--- src/rtl/renkon_pkg.sv ---
// Shared pooling constants, sideband payload and max-tree geometry helpers.
package renkon_pkg;

  localparam int unsigned DWIDTH    = 16;
  localparam int unsigned POOL_KMAX = 9;
  localparam logic [DWIDTH-1:0] MINVAL = {1'b1, {(DWIDTH-1){1'b0}}};

  // Per-beat control travelling alongside the data pipeline
  typedef struct packed {
    logic valid;
    logic last;
    logic relu;
  } side_t;

  // Number of nodes at tree level k for n input lanes (level 0 = inputs)
  function automatic int unsigned lvl_width(input int unsigned n, input int unsigned k);
    return (n + (32'd1 << k) - 32'd1) >> k;
  endfunction

  // Offset of tree level k (k >= 1) in a flat node vector holding levels 1..L
  function automatic int unsigned node_off(input int unsigned n, input int unsigned k);
    int unsigned s;
    s = 0;
    for (int unsigned j = 1; j < k; j++) s += lvl_width(n, j);
    return s;
  endfunction

endpackage

--- src/rtl/renkon_pool_maxn_if.sv ---
// Pooling stream bus: input beats (lanes, live-lane count, window end, relu)
// and the pooled result channel, both valid/ready handshaked.
//   slave  : the pooling block
//   master : the producer/consumer driving it
interface renkon_pool_maxn_if #(
  parameter int unsigned DWIDTH = renkon_pkg::DWIDTH,
  parameter int unsigned KMAX   = renkon_pkg::POOL_KMAX,
  parameter int unsigned CWIDTH = $clog2(KMAX + 1)
);
  logic                         in_valid;
  logic                         in_ready;
  logic [KMAX-1:0][DWIDTH-1:0]  in_pixel;
  logic [CWIDTH-1:0]            in_count;
  logic                         in_last;
  logic                         relu_en;
  logic                         out_valid;
  logic                         out_ready;
  logic [DWIDTH-1:0]            out_pmap;

  modport slave (
    input  in_valid, in_pixel, in_count, in_last, relu_en, out_ready,
    output in_ready, out_valid, out_pmap
  );

  modport master (
    output in_valid, in_pixel, in_count, in_last, relu_en, out_ready,
    input  in_ready, out_valid, out_pmap
  );
endinterface

--- src/rtl/renkon_max_tree.sv ---
// Registered signed pairwise max tree, KMAX lanes -> 1, one register level
// per tree level, all levels advancing on a shared enable.
//   clk, xrst : clock, async active-high reset
//   en        : advance all levels
//   din       : KMAX signed lanes
//   dout      : signed maximum, $clog2(KMAX) cycles after din
module renkon_max_tree
  import renkon_pkg::*;
#(
  parameter int unsigned DWIDTH = renkon_pkg::DWIDTH,
  parameter int unsigned KMAX   = renkon_pkg::POOL_KMAX
) (
  input  logic                        clk,
  input  logic                        xrst,
  input  logic                        en,
  input  logic [KMAX-1:0][DWIDTH-1:0] din,
  output logic [DWIDTH-1:0]           dout
);

  localparam int unsigned L     = $clog2(KMAX);
  localparam int unsigned NODES = node_off(KMAX, L + 1);

  function automatic logic [DWIDTH-1:0] smax(input logic [DWIDTH-1:0] a,
                                             input logic [DWIDTH-1:0] b);
    return ($signed(a) > $signed(b)) ? a : b;
  endfunction

  // All levels packed into one flat node vector; level k starts at node_off(KMAX, k)
  logic [NODES-1:0][DWIDTH-1:0] node_q;
  logic [NODES-1:0][DWIDTH-1:0] node_d;

  for (genvar k = 1; k <= L; k++) begin : g_lvl
    localparam int unsigned OFF = node_off(KMAX, k);
    localparam int unsigned SRC = node_off(KMAX, k - 1);
    localparam int unsigned WI  = lvl_width(KMAX, k - 1);
    localparam int unsigned WO  = lvl_width(KMAX, k);
    for (genvar i = 0; i < WO; i++) begin : g_node
      // Odd trailing node of a level is passed straight through
      if (k == 1) begin : g_in
        if (2 * i + 1 < WI) begin : g_cmp
          assign node_d[OFF+i] = smax(din[2*i], din[2*i+1]);
        end else begin : g_pass
          assign node_d[OFF+i] = din[2*i];
        end
      end else begin : g_mid
        if (2 * i + 1 < WI) begin : g_cmp
          assign node_d[OFF+i] = smax(node_q[SRC+2*i], node_q[SRC+2*i+1]);
        end else begin : g_pass
          assign node_d[OFF+i] = node_q[SRC+2*i];
        end
      end
    end
  end

  // Level registers
  always_ff @(posedge clk or posedge xrst) begin
    if (xrst)    node_q <= '0;
    else if (en) node_q <= node_d;
  end

  assign dout = node_q[NODES-1];

endmodule

--- src/rtl/renkon_pool_maxn.sv ---
// Streaming max pooling: masks dead lanes, reduces each beat through a
// registered max tree, accumulates the max across a window's beats and
// emits one (optionally ReLU-clamped) result per window.
//   clk, xrst : clock, async active-high reset
//   bus       : slave side of the pooling stream bus (in_* beats, out_* result)
module renkon_pool_maxn
  import renkon_pkg::*;
#(
  parameter int unsigned DWIDTH = renkon_pkg::DWIDTH,
  parameter int unsigned KMAX   = renkon_pkg::POOL_KMAX,
  parameter int unsigned CWIDTH = $clog2(KMAX + 1)
) (
  input  logic                     clk,
  input  logic                     xrst,
  renkon_pool_maxn_if.slave        bus
);

  localparam int unsigned L = $clog2(KMAX);
  localparam logic [DWIDTH-1:0] MIN_V = {1'b1, {(DWIDTH-1){1'b0}}};

  function automatic logic [DWIDTH-1:0] smax(input logic [DWIDTH-1:0] a,
                                             input logic [DWIDTH-1:0] b);
    return ($signed(a) > $signed(b)) ? a : b;
  endfunction

  logic                        stall;
  logic                        en;
  logic [CWIDTH-1:0]           cnt_eff;
  logic [KMAX-1:0][DWIDTH-1:0] masked;
  logic [KMAX-1:0][DWIDTH-1:0] s0_pix;
  side_t                       s0_side;
  side_t [L-1:0]               side_pipe;
  side_t                       tail;
  logic [DWIDTH-1:0]           tree_max;
  logic [DWIDTH-1:0]           acc;
  logic [DWIDTH-1:0]           win_max;
  logic [DWIDTH-1:0]           res_val;

  // Whole pipeline freezes while a result waits for the consumer
  assign stall        = bus.out_valid && !bus.out_ready;
  assign en           = !stall;
  assign bus.in_ready = !stall;

  // Dead lanes become MINVAL so they never win; counts above KMAX saturate
  always_comb begin
    cnt_eff = (bus.in_count > CWIDTH'(KMAX)) ? CWIDTH'(KMAX) : bus.in_count;
    masked  = '0;
    for (int unsigned i = 0; i < KMAX; i++)
      masked[i] = (i < 32'(cnt_eff)) ? bus.in_pixel[i] : MIN_V;
  end

  // Stage 0 and the sideband shift register that shadows the tree levels
  always_ff @(posedge clk or posedge xrst) begin
    if (xrst) begin
      s0_pix    <= '0;
      s0_side   <= '0;
      side_pipe <= '0;
    end else if (en) begin
      s0_pix       <= masked;
      s0_side      <= side_t'{bus.in_valid, bus.in_last, bus.relu_en};
      side_pipe[0] <= s0_side;
      for (int unsigned j = 1; j < L; j++) side_pipe[j] <= side_pipe[j-1];
    end
  end

  renkon_max_tree #(
    .DWIDTH (DWIDTH),
    .KMAX   (KMAX)
  ) u_tree (
    .clk  (clk),
    .xrst (xrst),
    .en   (en),
    .din  (s0_pix),
    .dout (tree_max)
  );

  assign tail = side_pipe[L-1];

  // Window result: running max folded with this beat, clamped at zero on relu
  always_comb begin
    win_max = smax(acc, tree_max);
    res_val = (tail.relu && win_max[DWIDTH-1]) ? '0 : win_max;
  end

  // Accumulator / output stage; acc restarts as soon as a window closes
  always_ff @(posedge clk or posedge xrst) begin
    if (xrst) begin
      acc          <= MIN_V;
      bus.out_valid <= 1'b0;
      bus.out_pmap  <= '0;
    end else if (en) begin
      bus.out_valid <= tail.valid && tail.last;
      if (tail.valid) begin
        if (tail.last) begin
          bus.out_pmap <= res_val;
          acc          <= MIN_V;
        end else begin
          acc <= win_max;
        end
      end
    end
  end

endmodule

--- src/flat_wrapper.sv ---
// flat-port wrapper written by rule: the top's interface ports become plain ports
module renkon_pool_maxn_flat import renkon_pkg::*;
#(
  parameter int unsigned DWIDTH = renkon_pkg::DWIDTH,
  parameter int unsigned KMAX   = renkon_pkg::POOL_KMAX,
  parameter int unsigned CWIDTH = $clog2(KMAX + 1)
)
  (clk, xrst, bus_in_valid, bus_in_pixel, bus_in_count, bus_in_last, bus_relu_en, bus_out_ready, bus_in_ready, bus_out_valid, bus_out_pmap);
  renkon_pool_maxn_if #(.DWIDTH(DWIDTH), .KMAX(KMAX), .CWIDTH(CWIDTH)) bus_i ();
  input  logic clk;
  input  logic xrst;
  input wire logic [$bits(bus_i.in_valid)-1:0] bus_in_valid;
  input wire logic [$bits(bus_i.in_pixel)-1:0] bus_in_pixel;
  input wire logic [$bits(bus_i.in_count)-1:0] bus_in_count;
  input wire logic [$bits(bus_i.in_last)-1:0] bus_in_last;
  input wire logic [$bits(bus_i.relu_en)-1:0] bus_relu_en;
  input wire logic [$bits(bus_i.out_ready)-1:0] bus_out_ready;
  output wire logic [$bits(bus_i.in_ready)-1:0] bus_in_ready;
  output wire logic [$bits(bus_i.out_valid)-1:0] bus_out_valid;
  output wire logic [$bits(bus_i.out_pmap)-1:0] bus_out_pmap;
  assign bus_i.in_valid = bus_in_valid;
  assign bus_i.in_pixel = bus_in_pixel;
  assign bus_i.in_count = bus_in_count;
  assign bus_i.in_last = bus_in_last;
  assign bus_i.relu_en = bus_relu_en;
  assign bus_i.out_ready = bus_out_ready;
  assign bus_in_ready = bus_i.in_ready;
  assign bus_out_valid = bus_i.out_valid;
  assign bus_out_pmap = bus_i.out_pmap;
  renkon_pool_maxn #(.DWIDTH(DWIDTH), .KMAX(KMAX), .CWIDTH(CWIDTH)) u_core (.clk(clk), .xrst(xrst), .bus(bus_i));
endmodule
--- config.mk ---
export PLATFORM = sky130hd
export DESIGN_NAME = renkon_pool_maxn_flat
export DESIGN_NICKNAME = d
export VERILOG_FILES = /design/src/rtl/renkon_pkg.sv /design/src/rtl/renkon_pool_maxn_if.sv /design/src/rtl/renkon_max_tree.sv /design/src/rtl/renkon_pool_maxn.sv /design/src/flat_wrapper.sv
export SDC_FILE = /design/constraint.sdc
export NUM_CORES = 1
export LEC_CHECK = 0
export CAP_MARGIN = 15
export CORE_ASPECT_RATIO = 1.25
export CORE_MARGIN = 2
export CORE_UTILIZATION = 35
export DETAILED_ROUTE_END_ITERATION = 16
export DONT_BUFFER_PORTS = 1
export SLEW_MARGIN = 20
export SYNTH_ARGS = -nofsm -noshare
export SYNTH_HDL_FRONTEND = slang
export SYNTH_SLANG_ARGS = --single-unit
--- constraint.sdc ---
create_clock -name clk -period 16.7 [get_ports clk]
set_input_delay 2.505 -clock clk [delete_from_list [all_inputs] [get_ports clk]]
set_output_delay 2.505 -clock clk [all_outputs]
set_load 0.02 [all_outputs]
======== Word-level counts from Yosys, hierarchy flattened ========
Index checks and enable logic that the tools add are counted.
cells by class
  multiplexer cells ....................... 21
  bitwise gates (word level) .............. 1
  magnitude comparators ................... 19
  reductions and logical operators ........ 7
operator list
  operator                                                    count
  2-to-1 mux 16 bit                                           20
  > comparator 16 bit                                         9
  less-than comparator 3 x 4 -> 1 bit (first input constant)  4
  less-than comparator 1 x 4 -> 1 bit (first input constant)  2
  less-than comparator 2 x 4 -> 1 bit (first input constant)  2
  > comparator 4 bit (second input constant)                  1
  less-than comparator 4 bit (first input constant)           1
  2-to-1 mux 4 bit                                            1
  logical AND 1 bit                                           3
  AND reduction 3 bit                                         1
  zero test 1 bit                                             2
  AND reduction 2 bit                                         1
  inverter 1 bit                                              1
storage, ports and cells
  bits in registers ....................... 368
  input bits .............................. 154
  output and inout port bits .............. 18

======== Depth between registers and ports, before layout ========
  depth after elaboration ................. 4
  mapped depth ............................ 10
  gate-level depth less buffers ........... 8

======== By module ========
Synthesis repeated with hierarchy kept, for this count alone.
second synthesis, totals
  cells, all modules ...................... 1954
  area total of the unflattened synthesis .. 19732.7 sq um
by module, submodules not included
  module            area an instance (sq um)  seq. area each (sq um)  cells each  instances
  renkon_max_tree   12005.3                   4404.2                  1310        1
  renkon_pool_maxn  7727.4                    4805.9                  644         1

======== Worst setup path before layout ========
Ideal clock, no wire load.
  kind .................................... input -> output
  start point ............................. input bus_out_ready
  end point ............................... output bus_in_ready
  required time ........................... 14195 ps
  slack ................................... 10406 ps
  path buffers ............................ 4
  arrival ................................. 3789 ps
  stages on the path ...................... 6
  path through ............................ nor2b_1 > buf_2 > inv_2 > clkbuf_1 > clkbuf_1 > clkbuf_1
between the ends
  word-level cells in the longest chain between the ends .. 3
RTL lines
  element            RTL line                source
  from (decl)        flat_wrapper.sv:17      input wire logic [$bits(bus_i.out_ready)-1:0] bus_out_ready;
  zero test 1 bit    renkon_pool_maxn.sv:40  assign stall = bus.out_valid && !bus.out_ready;
  logical AND 1 bit  renkon_pool_maxn.sv:40
  zero test 1 bit    n/a
  to (decl)          flat_wrapper.sv:18      output wire logic [$bits(bus_i.in_ready)-1:0] bus_in_ready;
Every way passes these cells.

======== Final worst setup path ========
Ends and elaborated chain as after synthesis.

==> results.md <==
* Result of the run: completed
* Clock tree buffer depth at 3
* Net switching fraction of the power at 40.5%
* Max Used Layer: met5
* Met2 wire length at 25300 um
* Number of nets still failing antenna checks after routing at 0
* CTS buffer count at 41
* Number of stages on the worst setup path at 2
* Combined area of all synthesized cells at 0.0189 mm^2
* ANT cells at 0
* DIE WIDTH at 212 um
* Clock slew at reported path FFs at 0.06 ns
* Sequential share of power at 36.8%
* MaxCap Viol Count at 0
* Slew at the pin closest to its max-slew limit at 1.04 ns
* 1st-iter DRT viols at 878
* Vias at 14400
* Buffer type at the clock tree root: clkbuf_16
* Synth-to-Final Area Change at 10.5%
* Total negative slack for setup checks at 0 ns
* Die height at 264 um
* Total number of yosys warnings at 0
* TritonCTS clock tree: yes
* Primary flip-flop cell chosen by synthesis mapping: dfrtp_1
* TritonRoute pass-1 iters at 5
* Mapped Nets at 2233
* Core area at 0.0535 mm^2
* Tot Pwr at 4.07 mW
* Routed length on met3 at 2380 um
* Routed length on met1 at 21900 um
* Final hold viol count at 0
* Cells along the critical path: nor2b_4 -> inv_8
* Global route total overflow at 0
* Most frequent cell after synthesis: dfrtp_1
* Ports placed on the boundary at 172
* Avg Cell Area, Syn at 9.74 um^2
* Data arrival at the endpoint of the critical path at 3.57 ns
* Rel. slew slack at 30.4%
* Number of antenna violations at the first check in global routing at 2
* Synth area leader: dfrtp_1
* WP buf/inv at 1
* Share of flip-flops with an asynchronous set or reset after synthesis at 100%
* R2R depth at 5
* Ratio of total power to cell area at 195 mW/mm^2
* Delay-heaviest family, CP: simple AND/OR/NAND/NOR gates
* Type of the most critical hold path: reg2reg
* Clk pwr share at 22.5%
* Placed wire-length estimate after detailed placement at 36600 um
* Type of the setup path with the least slack: in2out
* Number of clock sinks at 368
* Max-slew violation count at 0
* Cell type of the slowest stage on the worst timing path: nor2b_4
* Post-synth top area share at 48.7%
* Sequential fraction of the synthesis area at 48.8%
* Instance count along the most critical hold path at 2
* Setup repair after global routing missed its margin: false
* Drc violations at 0
* FP Rows at 95
* Floorplan die area at 0.0558 mm^2
* Overall routing resource usage at 18.5%
* Post-layout min period at 6.07 ns
* Synth top cells by count: 367 x dfrtp_1, 259 x nand2_1, 162 x inv_1, 156 x o21ai_0, 144 x ha_1
* Cell variety after synth at 61
* Leakage Power at 9.71 nW
* Global placement routability congestion at 0.873
* Via density per instance at 5.57
* CTS resizes at 0
* Skew-Pair Late Insertion Delay at 0.58 ns
* Sort of element at the start of the critical path: input port
* Clock skew after layout at 0.0257 ns
* Final cycle utilization of the critical path at 36.4%
* Count of hold buffers inserted by post-cts repair at 0
* Port Buf Inserts at 0
* Layout cells sized above 1 at 7.12%
* Routed length per instance at 19.9 um
* Top post-synthesis cells by area: dfrtp_1 49%, ha_1 9.6%, nand2_1 5.2%, o21ai_0 4.1%, a22o_1 4.1%
* Via count of the first global-routing pass at 14700
* Critical Path Max Stage Delay at 0.56 ns
* Setup fix buffers added after clock tree synthesis at 0
* Maximum clock frequency at 0.165 GHz
* Crit path capture type: primary output
* Number of setup violations in the final report at 0
* Number of nets in the layout at 2179
* Switching power total at 1.65 mW
* Maximum vdd ir drop at 0.0000940 V
* CTS HTree Levels at 2
* Worst endpoint required time at 14.20 ns
* EDFF count, synth at 0
* First-pass GRT wire length at 81600 um
* Total wirelength of the detailed-routed design at 51400 um
* Largest net degree at the start of global routing at 192
* Effective utilization at floorplan at 35.3%
* Power Internal at 2.42 mW
* Share of total power in combinational logic at 40.7%
* Register bit total from synthesis at 368
* Max FO, Critical Path at 114
* Syn Inst Count at 1935
flip-flops by register name, summed over array words and instances, names as in the netlist:
name	count
u_core.acc	16
u_core.bus.out_pmap	16
u_core.bus.out_valid	1
u_core.s0_pix	144
u_core.s0_side	3
u_core.side_pipe	12
u_core.u_tree.dout	16
u_core.u_tree.node_d	32
u_core.u_tree.node_q	128
layer usage:
layer  global-route usage (%)  up-vias
met5                        0        -
met1                     23.4     7144
li1                         -     6845
met2                     31.3      329
met4                     6.81        4
met3                     3.39       84
cell usage in the layout (no fill, tap or decap), types with 3 or more instances in the layout:
cell,n
nor2b_1,8
and2_1,19
o31a_1,4
nor3_1,13
nor4_2,3
nor2_1,89
clkbuf_8,10
a2111oi_0,4
a21o_1,8
ha_1,144
o21ai_0,156
nor4_1,3
a41oi_1,16
clkbuf_1,3
and4_1,3
nor3b_1,4
nand2_1,259
clkbuf_16,41
a211oi_1,7
a31oi_1,17
o21a_1,49
or3_1,16
nand3_1,88
a22o_1,89
inv_1,161
buf_4,16
nand4_1,36
o22a_1,15
a221o_1,48
nand2b_1,3
o211ai_1,7
a21oi_1,91
dfrtp_1,367
clkinv_2,9
a22oi_1,33
o2111ai_1,3
a2111oi_2,3
o221a_2,16
worst reg2reg max path, cell delays in order (launching register included):
cell     delay [ns]
dfrtp_1        0.46
nor2b_4        0.26
inv_8          0.53
buf_12         0.66
o311a_1        0.99
a22o_1         0.27
layout make-up:
cell class / count / area, um^2
Fill cell: 5294 / 32700
Sequential cell: 368 / 9210
Clock buffer: 54 / 1170
Tap cell: 679 / 850
Inverter: 163 / 627
Timing Repair Buffer: 18 / 160
Clock inverter: 17 / 195
Multi-Input combinational cell: 1289 / 8610
power groups by stage:
stage / sequential, mW / clock (mW) / combinational [mW]
3_5_place_dp: 1.51 / 0 / 1.65
5_1_grt: 1.53 / 0.977 / 1.87
2_1_floorplan: 1.38 / 0 / 1.32
3_3_place_gp: 1.50 / 0 / 1.60
6_report: 1.50 / 0.916 / 1.65
4_1_cts: 1.49 / 0.939 / 1.66
path summary, 6_finish.rpt:
| path | from | endpoint | slack, ns |
|---|---|---|---|
| min reg2reg | u_core.u_tree.node_d[159] | u_core.u_tree.node_d[159] | 0.46 |
| max in group asynchronous | xrst | u_core.u_tree.node_d[118] | 12.50 |
| max | bus_out_ready | bus_in_ready | 10.63 |
| max reg2reg | u_core.bus.out_valid | u_core.s0_pix[133] | 13.46 |
| min in group asynchronous | xrst | u_core.s0_pix[7] | 1.88 |
| min | u_core.u_tree.node_d[159] | u_core.u_tree.node_d[159] | 0.46 |
per-stage QoR:
| step | hold slack [ns] | utilization, % | worst slack [ns] | std cells | cell area, um^2 |
|---|---|---|---|---|---|
| after detailed placement | 0.456 | 36.4 | 10.64 | 2516 | 19400 |
| after floorplan | 0.439 | - | 3.98 | 1935 | 18900 |
| after global placement | 0.455 | 36.3 | 10.65 | 2516 | 19400 |
| after global routing | 0.491 | 38.9 | 10.58 | 2588 | 20800 |
| final | 0.464 | 38.9 | 10.63 | 2588 | 20800 |
| after CTS | 0.471 | 38.9 | 10.63 | 2587 | 20800 |
cell families after synthesis:
logic type               Yosys count  synth area share, %
AND/OR/NAND/NOR                  561                 13.9
flip-flops                       368                 48.8
multiplexers                       2                0.106
buffers and inverters            278                 5.69
adder cells (fa/ha/maj)          144                 9.56
AO/OA/AOI/OAI                    582                 21.9
Power figures use the tool's default switching activity.
